--- config.mk ---
export PLATFORM = sky130hd
export DESIGN_NAME = alu_op_sequencer
export DESIGN_NICKNAME = d
export VERILOG_FILES = /design/src/rtl/alu_pkg.sv /design/src/rtl/alu_op_sequencer.sv
export SDC_FILE = /design/constraint.sdc
export NUM_CORES = 1
export LEC_CHECK = 0
export CAP_MARGIN = 0
export CORE_MARGIN = 8
export CORE_UTILIZATION = 39
export DETAILED_ROUTE_END_ITERATION = 16
export PLACE_DENSITY = 0.81
export SETUP_SLACK_MARGIN = 0.15
export SLEW_MARGIN = 30
export SYNTH_ARGS = -nofsm -noshare
export SYNTH_HDL_FRONTEND = slang
export SYNTH_SLANG_ARGS = --single-unit
--- constraint.sdc ---
create_clock -name clk -period 2.79 [get_ports clk]
set_clock_uncertainty 0.2 [all_clocks]
set_input_delay 0.279 -clock clk [delete_from_list [all_inputs] [get_ports clk]]
set_output_delay 0.279 -clock clk [all_outputs]
set_load 0.01 [all_outputs]
--- src/rtl/alu_pkg.sv ---
// Shared definitions for the ALU command sequencer: opcodes, FSM states,
// flag bit positions and the opcode legality rule.
package alu_pkg;

  localparam int DATA_W = 32;
  localparam int OP_W   = 6;
  localparam int TAG_W  = 4;
  localparam int FLAG_W = 4;

  localparam logic [OP_W-1:0] OP_PASS_A = 6'h00;
  localparam logic [OP_W-1:0] OP_PASS_B = 6'h01;
  localparam logic [OP_W-1:0] OP_AND    = 6'h02;
  localparam logic [OP_W-1:0] OP_OR     = 6'h03;
  localparam logic [OP_W-1:0] OP_XOR    = 6'h04;
  localparam logic [OP_W-1:0] OP_NOT_A  = 6'h05;
  localparam logic [OP_W-1:0] OP_ADD    = 6'h06;
  localparam logic [OP_W-1:0] OP_SUB    = 6'h07;
  localparam logic [OP_W-1:0] OP_SLL    = 6'h08;
  localparam logic [OP_W-1:0] OP_SRL    = 6'h09;
  localparam logic [OP_W-1:0] OP_SRA    = 6'h0A;
  localparam logic [OP_W-1:0] OP_SLT    = 6'h0B;
  localparam logic [OP_W-1:0] OP_SLTU   = 6'h0C;
  localparam logic [OP_W-1:0] OP_ADDU   = 6'h0D;
  localparam logic [OP_W-1:0] OP_LAST   = OP_ADDU;

  // rsp_flags is packed {Z,N,C,V}
  localparam int FLAG_Z = 3;
  localparam int FLAG_N = 2;
  localparam int FLAG_C = 1;
  localparam int FLAG_V = 0;

  typedef enum logic [1:0] {
    IDLE    = 2'd0,
    DRIVE   = 2'd1,
    CAPTURE = 2'd2,
    RESP    = 2'd3
  } state_t;

  function automatic logic op_is_legal(input logic [OP_W-1:0] op);
    return op <= OP_LAST;
  endfunction

endpackage

--- src/rtl/alu_op_sequencer.sv ---
// Accepts one ALU command at a time, holds the operands on the ALU for a
// settle window, captures result and flags, and returns a tagged response.
module alu_op_sequencer
  import alu_pkg::*;
#(
  parameter int SETTLE_CYCLES = 1
) (
  input  logic              clk,
  input  logic              rst_n,
  input  logic              cmd_valid,
  output logic              cmd_ready,
  input  logic [OP_W-1:0]   cmd_op,
  input  logic [DATA_W-1:0] cmd_a,
  input  logic [DATA_W-1:0] cmd_b,
  output logic [DATA_W-1:0] alu_a,
  output logic [DATA_W-1:0] alu_b,
  output logic [DATA_W-1:0] alu_op,
  input  logic [DATA_W-1:0] alu_res,
  input  logic              alu_z,
  input  logic              alu_n,
  input  logic              alu_c,
  input  logic              alu_v,
  output logic              rsp_valid,
  input  logic              rsp_ready,
  output logic [DATA_W-1:0] rsp_data,
  output logic [FLAG_W-1:0] rsp_flags,
  output logic              rsp_err,
  output logic [TAG_W-1:0]  rsp_tag,
  output state_t            state
);

  // Handshakes: a transfer happens on a rising edge where valid and ready are
  // both 1. cmd_ready is 1 only in IDLE, rsp_valid only in RESP, and the
  // response fields hold steady for as long as rsp_valid waits on rsp_ready.

  localparam logic [3:0] SETTLE_LAST = 4'(SETTLE_CYCLES - 1);

  logic [3:0]       settle_cnt;
  logic [TAG_W-1:0] tag_cnt;
  logic             accept;

  assign accept = cmd_valid && cmd_ready;

  always_ff @(posedge clk) begin
    if (!rst_n) begin
      state      <= IDLE;
      cmd_ready  <= 1'b0;
      rsp_valid  <= 1'b0;
      alu_a      <= '0;
      alu_b      <= '0;
      alu_op     <= '0;
      rsp_data   <= '0;
      rsp_flags  <= '0;
      rsp_err    <= 1'b0;
      rsp_tag    <= '0;
      tag_cnt    <= '0;
      settle_cnt <= '0;
    end else begin
      case (state)
        IDLE: begin
          cmd_ready <= 1'b1;
          if (accept) begin
            cmd_ready <= 1'b0;
            rsp_tag   <= tag_cnt;
            tag_cnt   <= tag_cnt + 4'd1;
            if (op_is_legal(cmd_op)) begin
              alu_a      <= cmd_a;
              alu_b      <= cmd_b;
              alu_op     <= 32'(cmd_op);
              settle_cnt <= '0;
              state      <= DRIVE;
            end else begin
              // Illegal opcodes never touch the ALU; answer straight away.
              rsp_data  <= '0;
              rsp_flags <= '0;
              rsp_err   <= 1'b1;
              rsp_valid <= 1'b1;
              state     <= RESP;
            end
          end
        end
        DRIVE: begin
          if (settle_cnt == SETTLE_LAST) begin
            state <= CAPTURE;
          end else begin
            settle_cnt <= settle_cnt + 4'd1;
          end
        end
        CAPTURE: begin
          rsp_data          <= alu_res;
          rsp_flags[FLAG_Z] <= alu_z;
          rsp_flags[FLAG_N] <= alu_n;
          rsp_flags[FLAG_C] <= alu_c;
          rsp_flags[FLAG_V] <= alu_v;
          rsp_err           <= 1'b0;
          rsp_valid         <= 1'b1;
          state             <= RESP;
        end
        RESP: begin
          if (rsp_ready) begin
            rsp_valid <= 1'b0;
            cmd_ready <= 1'b1;
            state     <= IDLE;
          end
        end
        default: state <= IDLE;
      endcase
    end
  end

endmodule

==> impl_metrics.toml, run 1 <==
[floorplan]
core_mm2 = 0.0118
dieArea_mm2 = 0.0157
die_h_um = 125
row_count = 40
ios = 251
die_w_um = 125
initial_core_util = 0.394

[sta]
tightest_slew_ps = 543
whs_ps = 211
setup_viol = 0
fin_crit_sh = 0.830
worst_slack_ps = 474
rsz0062_at_grt = "no"
maxSlewHeadroom = 0.638
hold_viol_final = 0
setup_tns_ps = 0
max_freq_mhz = 432
final_max_slew_viol_count = 0
min_period_ps = 2320

[synth]
synth_cell_types = 39
yosys-top-cells-count = "nand2_1, dfxtp_1, a21oi_1, nor2_1, a22oi_1"
synth_top_cell_by_area = "dfxtp_1"
synth.area.top_cells = "dfxtp_1, nand2_1, a21oi_1, a22oi_1, buf_4"
syn_area_per_cell_um2 = 8.51
syn-cell-area_mm2 = 0.00466
synthCells = 547
synth_seq_cells = 123
synth.top_cell.area_share = 0.529
postSynth.asyncResetShare = 0
synth_ff_type = "dfxtp_1"
synthMostInstantiatedCell = "nand2_1"
synth_edf_count = 0
yosys_warnings = 0
ys_seq_area_frac = 0.529

[critical_path]
r2r_cells = 7
worstPathCellList = "inv_1 -> ha_1 -> a21boi_0 -> a211oi_4 -> buf_4 -> o32a_1 -> nor2_1"
critPathMaxFanout = 37
reg2reg_from = "state[0]"
end_kind = "flop"
required_ps = 2870
cp.arrival_ps = 2400
crit_path_max_incr_delay_ps = 410
r2r_slack_ps = 470
crit_type = "flop to flop"
critPathLaunchType = "flop"
critical_path.slowest_cell = "dfxtp_1"
r2r-end = "rsp_err"

[min_path]
whs_path_depth = 3
min_path_type = "input pin to flop"
hold-path-endpoint = "alu_b[29]"
worstHoldStart = "cmd_b[29]"

[finish]
drive_gt1_frac = 0.0581
fin_nets = 881
diodes = 0
syn_to_final_growth_pct = 61.8
nFillCells = 960
final_area_mm2 = 0.00753

[clock_tree]
clock-sinks = 123
cts_tree = "done"
cts_resized = 0
cts_setup_buffers = 0
clockBufferDepth = 2
clkTransAtPathRegs_ps = 60
postCtsHoldBufs = 0
clockRootBuffer = "clkbuf_16"
numCtsBuffers = 17
h-tree-depth = 4
clkLatencyLatePin_ps = 410

[route]
dr.first_iter.drc_count = 231
vias = 4519
routed_via_density = 4.90
routed_wirelength_mm = 14.6
dr.pass1.iters = 5
drc = 0
wl_per_cell_um = 15.8
ant_nets = 0

[pwr]
power_mw = 5.43
ir_drop_mv = 0.397
p_leak_nw = 2.70
p_per_area_mw_per_mm2 = 721

[placement]
dp_hpwl_mm = 10.9
port_buffers = 224
preCtsSetupSlack_ps = 397
placed_cell_area_mm2 = 0.00693
finalWeightedCongestion = 0.810

[grt]
antenna_found_initial = 0
grt_pass1_wl_mm = 23.1
grt_pass1_vias = 4623
grtUsageTotal = 0.181
grt_max_degree = 69
grt-ovfl-total = 0

[run]
drv_cap = 0

[status]
status = "complete, no violations"
per-layer routing:
layer	up-vias	track usage	wire (um)
met4	0	0.0716	215
met5	-	0	0
met3	17	0.112	2050
met1	2064	0.178	5530
li1	2210	-	-
met2	228	0.305	6810
cell type report:
class	count	area, um2	area share
clock buffers	23	488	0.0648
clock inverters	7	114	0.0151
inverters	10	38.8	0.00515
multi-input cells	379	1900	0.252
flip-flops and latches	123	2460	0.327
well taps	147	184	0.0244
repair buffers	233	2350	0.312
registers in the layout (all words and copies together) (netlist names):
| register | count |
|---|---|
| alu_a | 32 |
| state | 2 |
| rsp_err | 1 |
| rsp_valid | 1 |
| settle_cnt | 4 |
| tag_cnt | 4 |
| rsp_flags | 4 |
| alu_op | 6 |
| rsp_tag | 4 |
| rsp_data | 32 |
| cmd_ready | 1 |
| alu_b | 32 |
logic make-up after synthesis:
family,synth area share
flops,0.529
compound gates,0.185
other cells,0.000805
buf+inv,0.0865
xor+xnor,0.00564
fa+ha+maj,0.0188
simple gates,0.174
cells in the final DEF, fill, tap and decap left out, drive strengths merged, types with 2 or more instances in the layout:
master	n
clkdlybuf4s50	224
and3	3
clkbuf	23
nand2	150
bufinv	3
inv	9
nand3	2
a21oi	79
nor2	46
ha	7
or4	2
o21ai	4
a22oi	36
a2bb2oi	2
xor2	2
conb	26
dfxtp	123
clkinv	5
a211oi	2
o31ai	3
buf	9
metrics by stage:
stage	utilization	cells
final	0.638	922
after global routing	0.638	922
after CTS	0.638	922
after detailed placement	0.587	892
after global placement	0.587	892
after floorplan	-	572
where the power goes:
group          internal (mW)  leakage, nW  switching [mW]
clock network           1.48        0.299           0.737
logic                  0.601         1.40           0.592
registers               1.91        0.994           0.105
worst max-delay path: cells and delay by family, from the launching register on:
| kind | cells | cell delay, ps |
|---|---|---|
| AND/OR/NAND/NOR | 1 | 40 |
| adder cells (fa/ha/maj) | 1 | 360 |
| flip-flops | 1 | 410 |
| AO/OA/AOI/OAI | 3 | 720 |
| buffers and inverters | 2 | 460 |
worst max path at each step:
stage                     to  slack (ps)  cells after the start       from
2_1_floorplan        rsp_err         660                      7   state[0]
3_3_place_gp   settle_cnt[3]         420                      5  cmd_op[3]
3_5_place_dp   settle_cnt[3]         400                      5  cmd_op[3]
4_1_cts         rsp_data[20]         460                      7   state[0]
5_1_grt         rsp_data[27]         340                      7   state[0]
6_report             rsp_err         470                      7   state[0]
Note: power is estimated with default switching activity, not from simulation.
==> run 2, diff against run 1 <==
--- a/config.mk
+++ b/config.mk
@@ -7,9 +7,9 @@
 export LEC_CHECK = 0
 export CAP_MARGIN = 0
 export CORE_MARGIN = 8
-export CORE_UTILIZATION = 39
+export CORE_UTILIZATION = 35
 export DETAILED_ROUTE_END_ITERATION = 16
-export PLACE_DENSITY = 0.81
+export PLACE_DENSITY = 0.77
 export SETUP_SLACK_MARGIN = 0.15
 export SLEW_MARGIN = 30
 export SYNTH_ARGS = -nofsm -noshare
==> constraint.sdc (replaced) <==
create_clock -name clk -period 2 [get_ports clk]
set_clock_uncertainty 0.2 [all_clocks]
set_input_delay 0.2 -clock clk [delete_from_list [all_inputs] [get_ports clk]]
set_output_delay 0.2 -clock clk [all_outputs]
set_load 0.01 [all_outputs]
==> impl_metrics.toml, run 2 (synthesis gave the netlist of run 1 again) <==
[route]
routed_wirelength_mm = 16.6
dr.first_iter.drc_count = 189
drc = 0
wl_per_cell_um = 16.7
ant_nets = 0
routed_via_density = 4.70
dr.pass1.iters = 4
vias = 4665

[placement]
port_buffers = 224
finalWeightedCongestion = 0.756
preCtsSetupSlack_ps = -86.5
dp_hpwl_mm = 10.6
numPlacedInstances = 938
placed_cell_area_mm2 = 0.00716

[critical_path]
critPathTopFamily = "buffers and inverters"
cp.arrival_ps = 2060
cpMostUsedCell = "buf_6"
r2r_cells = 9
critPathLaunchType = "flop"
crit_type = "flop to flop"
end_kind = "flop"
cp.depth = 9
worstPathCellList = "inv_4 -> ha_4 -> buf_6 -> a21boi_4 -> a211oi_4 -> buf_6 -> clkbuf_16 -> a22oi_1 -> nor2_1"
crit_buf_inv = 4
required_ps = 2150
crit_path_max_incr_delay_ps = 370
critPathMaxFanout = 5
critical_path.slowest_cell = "dfxtp_4"

[finish]
final_cell_mix = "clkdlybuf4s50_1, nand2_1, dfxtp_1"
final_area_mm2 = 0.00835
nFillCells = 1074
final_cells = 992
reg_top3 = "alu_a x32, alu_b x32, rsp_data x32"
fin_nets = 920
diodes = 0
syn_to_final_growth_pct = 79.4
layout_commonest_cell = "clkdlybuf4s50_1"
utilization = 0.636
drive_gt1_frac = 0.150

[status]
status = "complete, no violations"

[run]
drv_cap = 0

[grt]
use_met1 = 0.185
antenna_found_initial = 0
grt_pass1_wl_mm = 23.9
grt-ovfl-total = 0
grt_pass1_vias = 4450
use_met3 = 0.102
grt_max_degree = 48
use_met2 = 0.275
grtUsageTotal = 0.172
top_usage_layer = "met2"

[clock_tree]
cts_tree = "done"
clockBufferDepth = 2
clkTransAtPathRegs_ps = 60
h-tree-depth = 4
clockRootBuffer = "clkbuf_16"
numCtsBuffers = 17
clkLatencyLatePin_ps = 420
clock-sinks = 123
postCtsHoldBufs = 0

[sta]
max_freq_mhz = 526
setup_viol = 0
fin_crit_sh = 0.950
whs_ps = 121
min_period_ps = 1900
hold_viol_final = 0
rsz0062_at_grt = "yes"
final_max_slew_viol_count = 0
worst_slack_ps = 99.0

[min_path]
min_path_type = "input pin to flop"
whs_path_depth = 3

[floorplan]
ios = 251
core_mm2 = 0.0131
die_w_um = 131
initial_core_util = 0.354
die_h_um = 131
row_count = 42
dieArea_mm2 = 0.0172

[pwr]
p_per_area_mw_per_mm2 = 1050
p_leak_nw = 3.03
ir_drop_mv = 0.472
run 2: cell types whose count changed in the layout (fill, tap and decap cells not counted), moves of 3 or more:
cell and change:
buf_12 +5, buf_6 +7, clkbuf_16 +5, inv_1 -3
buf_4 +19, a22oi_1 -18, inv_4 +3, a22oi_2 +18
dfxtp_1 -4
run 2: per-stage QoR:
stage / setup TNS [ps] / power [mW]
after floorplan: 0 / 3.82
after global placement: -2590 / 4.72
after detailed placement: -4790 / 4.73
after CTS: 0 / 8.27
after global routing: 0 / 9.16
final: 0 / 8.80
run 2: power by group:
part | internal, mW | total (mW) | switching, mW
registers | 2.67 | 2.81 | 0.141
logic | 1.40 | 2.54 | 1.14
clock network | 2.34 | 3.44 | 1.10
run 2: layout make-up:
class                           instances  area, um2  area share
Clock inverter                         10        184      0.0220
Tap cell                              176        220      0.0264
Timing Repair Buffer                  272       2860       0.343
Inverter                               10       43.8     0.00524
Clock buffer                           22        484      0.0580
Sequential cell                       123       2470       0.296
Multi-Input combinational cell        379       2080       0.250
run 2: final timing paths:
| path | startpoint | to | slack (ps) |
|---|---|---|---|
| hold reg to reg | alu_b[2] | alu_b[2] | 250 |
| setup / recovery | state[1] | rsp_data[8] | 100 |
| hold / removal | cmd_b[17] | alu_b[17] | 120 |
| setup reg to reg | state[1] | rsp_data[8] | 100 |
run 2: what timing repair did:
| item | in CTS | in global routing |
|---|---|---|
| setup buffers | 1 | 9 |
| endpoints found under the hold margin | 0 | 0 |
| endpoints found under the setup margin | 107 | 112 |
| cloned | 2 | 10 |
| pin swaps | 1 | 25 |
| gates resized for setup | 9 | 40 |
run 2: layer usage:
| layer | share of wire | vias to the layer above |
|---|---|---|
| met3 | 0.12 | 18 |
| met1 | 0.39 | 2144 |
| met4 | 0.013 | 0 |
| met5 | 0 | - |
| met2 | 0.48 | 207 |
| li1 | - | 2296 |
run 2: tightest hold or removal path, stage by stage:
cell             delay [ps]
clkdlybuf4s50_1         390
nand2_1                  50
a21oi_1                  50
